[config.mk]
export PLATFORM = sky130hd
export DESIGN_NAME = fetch_unit
export DESIGN_NICKNAME = d
export VERILOG_FILES = /design/src/rtl/fetch_unit.sv
export SDC_FILE = /design/constraint.sdc
export NUM_CORES = 1
export LEC_CHECK = 0
export CAP_MARGIN = 20
export CORE_UTILIZATION = 55
export CTS_BUF_LIST = sky130_fd_sc_hd__clkbuf_4
export DETAILED_ROUTE_END_ITERATION = 7
export DONT_BUFFER_PORTS = 1
export PLACE_DENSITY = 0.7
export SYNTH_ARGS = -nofsm -noshare
export SYNTH_HDL_FRONTEND = slang
export SYNTH_SLANG_ARGS = --single-unit
[constraint.sdc]
create_clock -name clk -period 14 [get_ports clk]
set_input_delay 4.2 -clock clk [delete_from_list [all_inputs] [get_ports clk]]
set_output_delay 4.2 -clock clk [all_outputs]
set_load 0.03 [all_outputs]
[src/rtl/fetch_unit.sv]
// Instruction-fetch stage of the 5-stage LEGv8 pipeline.
// Holds the PC and the IF/RF pipeline register. Taken branches resolved in
// RF redirect the PC with one architectural delay slot. Load-use stalls
// freeze the whole stage. Saturating performance counters track fetch activity.
module fetch_unit #(
    parameter logic [63:0] RESET_PC  = 64'h0,
    parameter logic [31:0] NOP_INSTR = 32'hD503201F,
    parameter int          CNT_W     = 32
) (
    input  logic             clk,
    input  logic             reset,
    input  logic             stall_i,
    input  logic             br_taken_i,
    input  logic             uncond_br_i,
    output logic [63:0]      imem_addr_o,
    input  logic [31:0]      imem_data_i,
    output logic [63:0]      pc_o,
    output logic [31:0]      instr_rf_o,
    output logic [63:0]      pc_rf_o,
    output logic             valid_rf_o,
    output logic [CNT_W-1:0] cycle_cnt_o,
    output logic [CNT_W-1:0] fetch_cnt_o,
    output logic [CNT_W-1:0] stall_cnt_o,
    output logic [CNT_W-1:0] branch_cnt_o
);

    typedef enum logic {
        S_BOOT = 1'b0,
        S_RUN  = 1'b1
    } state_t;

    localparam logic [CNT_W-1:0] CNT_ONE = {{(CNT_W-1){1'b0}}, 1'b1};
    localparam logic [CNT_W-1:0] CNT_MAX = {CNT_W{1'b1}};

    state_t            r_state;
    state_t            w_nextState;
    logic [63:0]       r_pc;
    logic [63:0]       r_pcRf;
    logic [31:0]       r_instrRf;
    logic              r_validRf;
    logic [CNT_W-1:0]  r_cycleCnt;
    logic [CNT_W-1:0]  r_fetchCnt;
    logic [CNT_W-1:0]  r_stallCnt;
    logic [CNT_W-1:0]  r_branchCnt;

    logic              w_load;
    logic              w_redirect;
    logic              w_stallSeen;
    logic [63:0]       w_nextPc;
    logic [63:0]       w_offset;
    logic [63:0]       w_target;

    // Branch offset: sign-extended word offset taken from the instruction in RF
    always_comb begin
        w_offset = 64'h0;
        if (uncond_br_i) begin
            w_offset = {{36{r_instrRf[25]}}, r_instrRf[25:0], 2'b00};
        end else begin
            w_offset = {{43{r_instrRf[23]}}, r_instrRf[23:5], 2'b00};
        end
    end

    assign w_target = r_pcRf + w_offset;

    // Next-state and update decision: BOOT always fetches, RUN applies stall > branch > sequential
    always_comb begin
        w_nextState = r_state;
        w_load      = 1'b0;
        w_redirect  = 1'b0;
        w_stallSeen = 1'b0;
        w_nextPc    = r_pc;
        case (r_state)
            S_BOOT: begin
                w_nextState = S_RUN;
                w_load      = 1'b1;
                w_nextPc    = r_pc + 64'd4;
            end
            S_RUN: begin
                if (stall_i) begin
                    w_stallSeen = 1'b1;
                end else begin
                    w_load = 1'b1;
                    if (br_taken_i && r_validRf) begin
                        w_redirect = 1'b1;
                        w_nextPc   = w_target;
                    end else begin
                        w_nextPc = r_pc + 64'd4;
                    end
                end
            end
            default: begin
                w_nextState = S_BOOT;
            end
        endcase
    end

    // State register: every reset release starts in BOOT
    always_ff @(posedge clk or posedge reset) begin
        if (reset) begin
            r_state <= S_BOOT;
        end else begin
            r_state <= w_nextState;
        end
    end

    // PC and IF/RF register; the delay-slot instruction is loaded even on a redirect
    always_ff @(posedge clk or posedge reset) begin
        if (reset) begin
            r_pc      <= RESET_PC;
            r_instrRf <= NOP_INSTR;
            r_pcRf    <= 64'h0;
            r_validRf <= 1'b0;
        end else if (w_load) begin
            r_pc      <= w_nextPc;
            r_instrRf <= imem_data_i;
            r_pcRf    <= r_pc;
            r_validRf <= 1'b1;
        end
    end

    // Performance counters, each saturating at all-ones
    always_ff @(posedge clk or posedge reset) begin
        if (reset) begin
            r_cycleCnt  <= '0;
            r_fetchCnt  <= '0;
            r_stallCnt  <= '0;
            r_branchCnt <= '0;
        end else begin
            if (r_cycleCnt != CNT_MAX) begin
                r_cycleCnt <= r_cycleCnt + CNT_ONE;
            end
            if (w_load && (r_fetchCnt != CNT_MAX)) begin
                r_fetchCnt <= r_fetchCnt + CNT_ONE;
            end
            if (w_stallSeen && (r_stallCnt != CNT_MAX)) begin
                r_stallCnt <= r_stallCnt + CNT_ONE;
            end
            if (w_redirect && (r_branchCnt != CNT_MAX)) begin
                r_branchCnt <= r_branchCnt + CNT_ONE;
            end
        end
    end

    assign imem_addr_o  = r_pc;
    assign pc_o         = r_pc;
    assign instr_rf_o   = r_instrRf;
    assign pc_rf_o      = r_pcRf;
    assign valid_rf_o   = r_validRf;
    assign cycle_cnt_o  = r_cycleCnt;
    assign fetch_cnt_o  = r_fetchCnt;
    assign stall_cnt_o  = r_stallCnt;
    assign branch_cnt_o = r_branchCnt;

endmodule

Yosys cells after proc, flatten, opt, wreduce, memory -nomap -nowiden
Index checks and enable logic that the tools add are counted.
{"block": "classes", "addsub": 6, "n_eq_ne": 5, "muxes": 11, "n_bitwise": 1, "reduce_logical": 5}
{"cell": "$mux 64", "n": 3}
{"cell": "$add 32x1->32 const B", "n": 4}
{"cell": "$ne 32x32->1 const B", "n": 4}
{"cell": "$pmux 64 s2", "n": 1}
{"cell": "$add 64x3->64 const B", "n": 1}
{"cell": "$add 64x64->64", "n": 1}
{"cell": "$mux 1", "n": 6}
{"cell": "$logic_and 1x1->1", "n": 4}
{"cell": "$ne 2x2->1 const B", "n": 1}
{"cell": "$pmux 1 s2", "n": 1}
{"cell": "$reduce_and 2->1", "n": 1}
{"cell": "$not 1->1", "n": 1}
{"block": "word_totals", "reg_bits": 290, "in_bits": 37, "output_inout_bits": 353, "elab_cells": 37}

Depth between registers and ports, before layout
Gate-level depths: netlist (run 1).
{"block": "depth", "word_depth": 5, "depth_mapped": 18, "ltp_nobuf": 15}

Least setup slack after synthesis (run 1)
Ideal clock, no wire load.
{"block": "synth_path", "path_kind": "input port to flip-flop", "startpoint": "input port uncond_br_i", "endpoint": "register r_pc[61] (netlist: imem_addr_o[61])", "setup_ns": 0.138, "arrival_time_ns": 7.996, "t_required_ns": 13.862, "path_slack_ns": 5.866, "stages": 16, "path_buffers": 2, "cell_sequence": "clkbuf_1 > nand2b_1 > nand2_1 > ha_1 > buf_2 > nand3_1 > nor2_1 > and4b_1 > o31ai_4 > a211o_1 > o31a_4 > o31ai_4 > a221oi_4 > nor3b_2 > a221o_1 > o22ai_1"}
{"block": "synth_via", "elab_chain_cells": 5}
{"element": "from (decl)", "line_no": "14", "source": "input logic uncond_br_i,"}
{"element": "$mux 64", "line_no": "56", "source": "if (uncond_br_i) begin"}
{"element": "$add 64x64->64", "line_no": "63", "source": "assign w_target = r_pcRf + w_offset;"}
{"element": "$mux 64", "line_no": "83", "source": "if (br_taken_i && r_validRf) begin"}
{"element": "$mux 64", "line_no": "79", "source": "if (stall_i) begin"}
{"element": "$pmux 64 s2", "line_no": "72", "source": "case (r_state)"}
{"element": "to (signal assigned)", "line_no": "114", "source": "r_pc <= w_nextPc;"}
{"element": "to (decl)", "line_no": "37", "source": "logic [63:0] r_pc;"}
Every way passes these cells. The select of a mux whose other input is x is not followed.
A chain may end at the register's enable or synchronous reset.

Final worst setup path (run 1)
{"block": "layout_path", "startpoint": "input port uncond_br_i", "endpoint": "register r_pc[34] (netlist: imem_addr_o[34])"}
Same word-level chain as after synthesis.

==> reports/qor.csv, run 1 <==
metric;value;unit
status;completed;
cap_violations;0;
critical_path.max_stage_delay;0.52;ns
nFillCells;2749;
start_kind;primary input;
slew_headroom;24.6;%
path_buf_inv;0;
gp_congestion;0.962;
r2r_slack;9.60;ns
core;30600;µm²
dieArea;31900;µm²
fmax;139;MHz
grt_max_degree;157;
end_kind;flop;
dp_cells;2206;
syn-instance-count;1940;
drt_wl_total;46100;µm
worst_hold_slack;0.531;ns
route.vias.total;14124;
ant_nets;0;
die_h;178;µm
grt_setup_unrepaired;no;
yosysTopAreaCell;dfrtp_1;
initial_core_util;56.0;%
die_w;178;µm
cts.reportedPaths.clkPinSlew;0.06;ns
rows;64;
cts_tree;built;
critical_path.cell_chain;mux2_2, ha_1, fa_1, a21oi_1, nor2b_1, a31oi_1, o211ai_2, nand2_1, o21ai_1, a21boi_1, o221ai_1, a21oi_1, o21ai_1, xnor2_1, a221oi_1;
wl_per_cell;19.7;µm
arrival;7.86;ns
synth_ff_type;dfrtp_1;
ys_seq_area_share;42.5;%
synth.top_cell.area_share;40.5;%
hold_viol;0;
drive_gt1_share;9.75;%
hp-start;instr_rf_o[26]$_DFFE_PP1N_;
synth.distinct_cells;76;
groute.usage.overall;29.0;%
powerDensity;222;nW/µm²
rr_worst_depth;11;
critPathRequiredTime;14.66;ns
fin_crit;7.20;ns
clock_latency;0.77;ns
worstSetupPathType;primary input to flop;
dr.pass1.iters;5;
ir_worst_vdd;0.145;mV
port_buffers;0;
r2r_start;imem_addr_o[4]$_DFFE_PP0P_;
ys_warn_count;0;
hold_buffers;0;
slew_violations;0;
dpl.hpwl;32400;µm
synth-edff-count;0;
cts_max_level;3;
fin_cells;2345;
cts-resized-gates;0;
synth_area;17100;µm²
post_cts_buffers;0;
reg2reg_to;imem_addr_o[63]$_DFFE_PP0P_;
grt_pass1_vias;13756;
antenna_found_initial;3;
cts_root_buf;clkbuf_4;
drt-vias-per-instance;6.02;
synthArstFlopShare;100;%
cts.sinks;290;
hold_class;flop to flop;
synth_nets;2044;
p_leak;8.31;nW
hold_depth;2;
clock_tree.buffer_depth;3;
fin_setup_tns;0;ns
placed_cell_area;17000;µm²
synth_area_leaders;dfrtp_1 (40%), nand2_1 (9.6%), xnor2_1 (7.0%);
ys_ff_latch;290;
fin_util;58.8;%
cts_buffers;77;
design_area;18000;µm²
syn_avg_cell_area;8.83;µm²
crit_family;compound AO/OA/AOI/OAI gates;
num_io_pins;390;
final_common_cell;nand2_1;
synthToLayoutAreaGrowth;4.94;%
crit_path_max_fanout;26;
setup_violations;0;
clock_skew;0.0497;ns
hold_path_end;instr_rf_o[26]$_DFFE_PP1N_;
drc;0;
nets;1993;
tightest_slew;1.13;ns
globalRouteOverflowTotal;0;
drt_iter0_drc;928;
grt_pass1_wl;72600;µm
crit_path_top_delay_cell;a21oi_1;
period_share;51.4;%
mostFrequentLayoutCells;nand2_1 (435), dfrtp_1 (277), xnor2_1 (136);
## cell usage after synthesis, types with 5 or more instances
cell	instances
nand2_1	436
dfrtp_1	277
xnor2_1	136
a21oi_1	107
nor2_1	107
nand3_1	97
ha_1	66
buf_4	64
clkbuf_1	62
nand4_1	53
o21ai_0	52
xor2_1	50
a21o_1	37
o22ai_1	35
and3_1	34
inv_1	33
nor3_1	31
mux2_2	23
o21bai_1	18
a22oi_1	17
and4_1	15
mux2i_1	15
dfstp_2	13
nor2b_1	13
a31oi_1	12
a211oi_1	10
nand2b_1	10
buf_2	9
o21a_1	7
o21ai_1	7
a211o_1	6
nor4_1	6
o31ai_1	6
and2_1	5
buf_1	5
## layout make-up
class,instances,area (µm²),area share [%]
Inverter,34,135,0.752
Antenna cell,1,2.50,0.0139
Multi-Input combinational cell,1475,8960,49.8
Sequential cell,290,7270,40.5
Clock inverter,32,219,1.22
Clock buffer,106,796,4.43
Timing Repair Buffer,11,95.1,0.529
Tap cell,396,495,2.76
## where the power goes
part           switching, mW  leakage, nW  internal, mW
Clock                  0.367        0.603         0.410
Sequential             0.947         3.56          1.02
Combinational          0.722         4.15         0.524
## per-stage QoR
stage	total power, mW	worst slack, ns
final	3.99	6.80
after global routing	4.24	6.52
after CTS	4.00	6.86
after detailed placement	3.20	6.04
after global placement	3.18	6.15
after floorplan	2.95	1.82
## sequential cells by signal, summed over array words and instances, names as in the netlist
signal,cells
r_state,1
fetch_cnt_o,32
cycle_cnt_o,32
imem_addr_o,64
stall_cnt_o,32
pc_rf_o,64
valid_rf_o,1
instr_rf_o,32
branch_cnt_o,32
## cells by family (layout without fill, tap and decap cells)
group | after synthesis | count (layout) | synth area share [%]
buf+inv | 175 | 183 | 5.31
compound gates | 353 | 353 | 13.5
simple gates | 830 | 830 | 21.9
fa+ha+maj | 67 | 67 | 4.94
xor+xnor | 186 | 186 | 9.51
flops | 290 | 290 | 42.5
other cells | 1 | 2 | 0.0219
mux | 38 | 38 | 2.39
## metal layers
layer | vias to the layer above | GRT usage, % | wire (µm)
met5 | - | 0 | 28
met4 | 4 | 11.5 | 1220
met3 | 106 | 9.70 | 4620
met2 | 614 | 46.1 | 21200
met1 | 6755 | 36.2 | 19000
li1 | 6645 | - | -
## worst max-delay path by stage
stage                           start                     endpoint  slack [ns]  depth (start not counted)
after floorplan                 reset  branch_cnt_o[0]$_DFFE_PP0P_        1.82                          1
after global placement    uncond_br_i  imem_addr_o[34]$_DFFE_PP0P_        6.15                         15
after detailed placement  uncond_br_i  imem_addr_o[34]$_DFFE_PP0P_        6.04                         15
after CTS                 uncond_br_i  imem_addr_o[34]$_DFFE_PP0P_        6.86                         15
after global routing      uncond_br_i  imem_addr_o[34]$_DFFE_PP0P_        6.52                         15
final                     uncond_br_i  imem_addr_o[34]$_DFFE_PP0P_        6.80                         15
## worst min-delay path, cell delays in order, from the launching register on
cell and delay [ns]:
dfstp_2 0.42, nand2_1 0.07, nand2_1 0.04
Note: power is estimated with default switching activity, not from simulation.
==> inputs of run 2 (changes only) <==
- PLACE_DENSITY: 0.7 -> 0.73
- clock period: 14 -> 6.1 ns (I/O delays scaled with it)
==> run 2 against run 1 <==
  * Die area is the same
  * Combinational power grew 140%
  * First-iteration DRC count shrank 4.7%
  * Global-route usage grew 0.42 points
  * Clock-buffer cell count grew 2
  * Flip-flop and latch count is the same
  * Clock skew grew 0.025 ns
  * Register-to-register slack lost 7.8 ns
  * Hold slack gained 0.0019 ns
  * Design area grew 0.29%
  * Critical endpoint unchanged
==> reports/qor.csv, run 2 (same netlist as run 1, synthesis figures left out) <==
metric;value;unit;change
fin_crit;4.83;ns;
use_met1;36.0;%;-0.25 points
antenna_found_initial;1;;-2
cts.sinks;290;;unchanged
fin_util;58.9;%;+0.17 points
fin_setup_tns;0;ns;unchanged
route.vias.total;14281;;+1.1%
slew_violations;0;;unchanged
worst_slack;1.27;ns;-5.54 ns
end_kind;flop;;
p_leak;8.32;nW;+0.11%
grt_max_degree;171;;+8.9%
worst_hold_slack;0.533;ns;+0.00190 ns
drive_gt1_share;9.86;%;+0.11 points
wl_per_cell;19.9;µm;+1.2%
cts_buffers;81;;+5.2%
dpl.hpwl;33000;µm;+1.6%
design_area;18000;µm²;+0.29%
use_met3;10.4;%;+0.75 points
path_buf_inv;0;;unchanged
ir_worst_vdd;0.255;mV;+76%
drt_iter0_drc;884;;-4.7%
cts_tree;built;;
power.total;9.14;mW;+130%
nets;2003;;+0.50%
drc;0;;unchanged
seqPwrFrac;48.6;%;-0.7 points
cts.reportedPaths.clkPinSlew;0.07;ns;about the same
nFillCells;2704;;-1.6%
core;30600;µm²;unchanged
critical_path.cell_chain;mux2_2, ha_1, fa_1, a21oi_1, nor2b_1, a31oi_1, o211ai_2, nand2_1, o21ai_1, a21boi_1, o221ai_1, a21oi_1, o21ai_1, xnor2_1, a221oi_1;;
rows;64;;unchanged
placed_cell_area;17000;µm²;+0.35%
setup_violations;0;;unchanged
hold_class;flop to flop;;
num_io_pins;390;;unchanged
cts-resized-gates;0;;unchanged
fin_cells;2354;;+0.38%
port_buffers;0;;unchanged
crit_path_max_fanout;26;;unchanged
dr.pass1.iters;6;;+1
post_cts_buffers;0;;unchanged
period_share;79.3;%;
die_w;178;µm;unchanged
dpl_worst_slack;0.562;ns;-5.48 ns
switching_power;4.71;mW;+130%
dp_cells;2211;;+0.23%
tightest_slew;1.01;ns;-0.118 ns
critPathLaunch;uncond_br_i;;
groute.usage.overall;29.4;%;+0.42 points
crit_path_top_delay_cell;a21oi_1;;
die_h;178;µm;unchanged
slew_headroom;32.7;%;+8.1 points
r2r_start;instr_rf_o[5]$_DFFE_PP0N_;;
p_comb_share;32.3;%;+1.1 points
critical_path.max_stage_delay;0.53;ns;about the same
grt_setup_unrepaired;no;;
drt-vias-per-instance;6.07;;+0.73%
mostFrequentLayoutCells;nand2_1 (435), dfrtp_1 (277), xnor2_1 (136);;
p_clk_share;19.2;%;-0.3 points
hold_viol;0;;unchanged
cts_root_buf;clkbuf_4;;
globalRouteOverflowTotal;0;;unchanged
worstSetupPathType;primary input to flop;;
clock_skew;0.0742;ns;+0.0245 ns
grt_util_met2;46.6;%;+0.47 points
clock_latency;0.79;ns;+0.02 ns
start_kind;primary input;;
grt_busiest_layer;met2;;
arrival;5.51;ns;-2.35 ns
final_common_cell;nand2_1;;
switching_share;51.5;%;+0.46 points
hold_buffers;0;;unchanged
gp_congestion;0.928;;-3.5%
cap_violations;0;;unchanged
hp-start;instr_rf_o[28]$_DFFE_PP1N_;;
status;completed;;
powerDensity;507;nW/µm²;+130%
ant_nets;0;;unchanged
clock_tree.buffer_depth;3;;unchanged
critPathRequiredTime;6.77;ns;-7.89 ns
drt_wl_total;46800;µm;+1.6%
grt_pass1_vias;13984;;+1.7%
initial_core_util;56.0;%;unchanged
fmax;207;MHz;
grt_pass1_wl;73700;µm;+1.5%
dieArea;31900;µm²;unchanged
intPower;4.43;mW;+130%
cts_max_level;3;;unchanged
synthToLayoutAreaGrowth;5.24;%;
crit_family;compound AO/OA/AOI/OAI gates;;
## run 2: changes by cell type in the layout (fill, tap and decap cells not counted), moves of 2 or more
cell | before | now
clkinv_2 | 9 | 4
buf_12 | 1 | 3
buf_4 | 10 | 13
clkinv_1 | 16 | 22
clkbuf_4 | 106 | 108
inv_2 | 3 | 1
bufinv_16 | 3 | 1
clkinvlp_4 | 1 | 3
clkinv_4 | 1 | 3
## run 2: tightest hold or removal path, stage by stage (launching register included)
cell     delay (ns)
dfstp_2        0.42
nand2_1        0.07
nand2_1        0.04
## run 2: worst paths after layout
kind / to / slack, ns / cells past startpoint
worst max-delay path: imem_addr_o[34]$_DFFE_PP0P_ / 1.27 / 15
worst min-delay path: instr_rf_o[28]$_DFFE_PP1N_ / 0.53 / 2
worst max register to register: imem_addr_o[34]$_DFFE_PP0P_ / 1.81 / 15
worst min register to register: instr_rf_o[28]$_DFFE_PP1N_ / 0.53 / 2
max in group asynchronous: imem_addr_o[6]$_DFFE_PP0P_ / 4.10 / 2
min in group asynchronous: cycle_cnt_o[1]$_DFFE_PP0P_ / 1.11 / 2
## run 2: cell type report
class | instances | area (µm²) | share of cell area [%]
Antenna cell | 1 | 2.50 | 0.0139
Clock buffer | 108 | 811 | 4.50
Clock inverter | 33 | 183 | 1.01
Inverter | 34 | 131 | 0.729
Multi-Input combinational cell | 1475 | 8960 | 49.7
Sequential cell | 290 | 7270 | 40.3
Tap cell | 396 | 495 | 2.75
Timing Repair Buffer | 17 | 173 | 0.958
## run 2: per-layer routing
metal | part of all wire [%] | vias to the layer above | routed length, µm
met5 | 0 | - | 0
met4 | 2.9 | 0 | 1380
met3 | 9.9 | 104 | 4640
met2 | 47 | 631 | 21800
met1 | 41 | 6873 | 19000
li1 | - | 6673 | -
## run 2: power groups by stage
stage / clock network [mW] / registers [mW] / logic (mW)
final: 1.75 / 4.44 / 2.95
after global routing: 1.90 / 4.53 / 3.29
after CTS: 1.80 / 4.43 / 2.92
after detailed placement: 0 / 4.46 / 2.90
after global placement: 0 / 4.45 / 2.85
after floorplan: 0 / 3.77 / 3.00
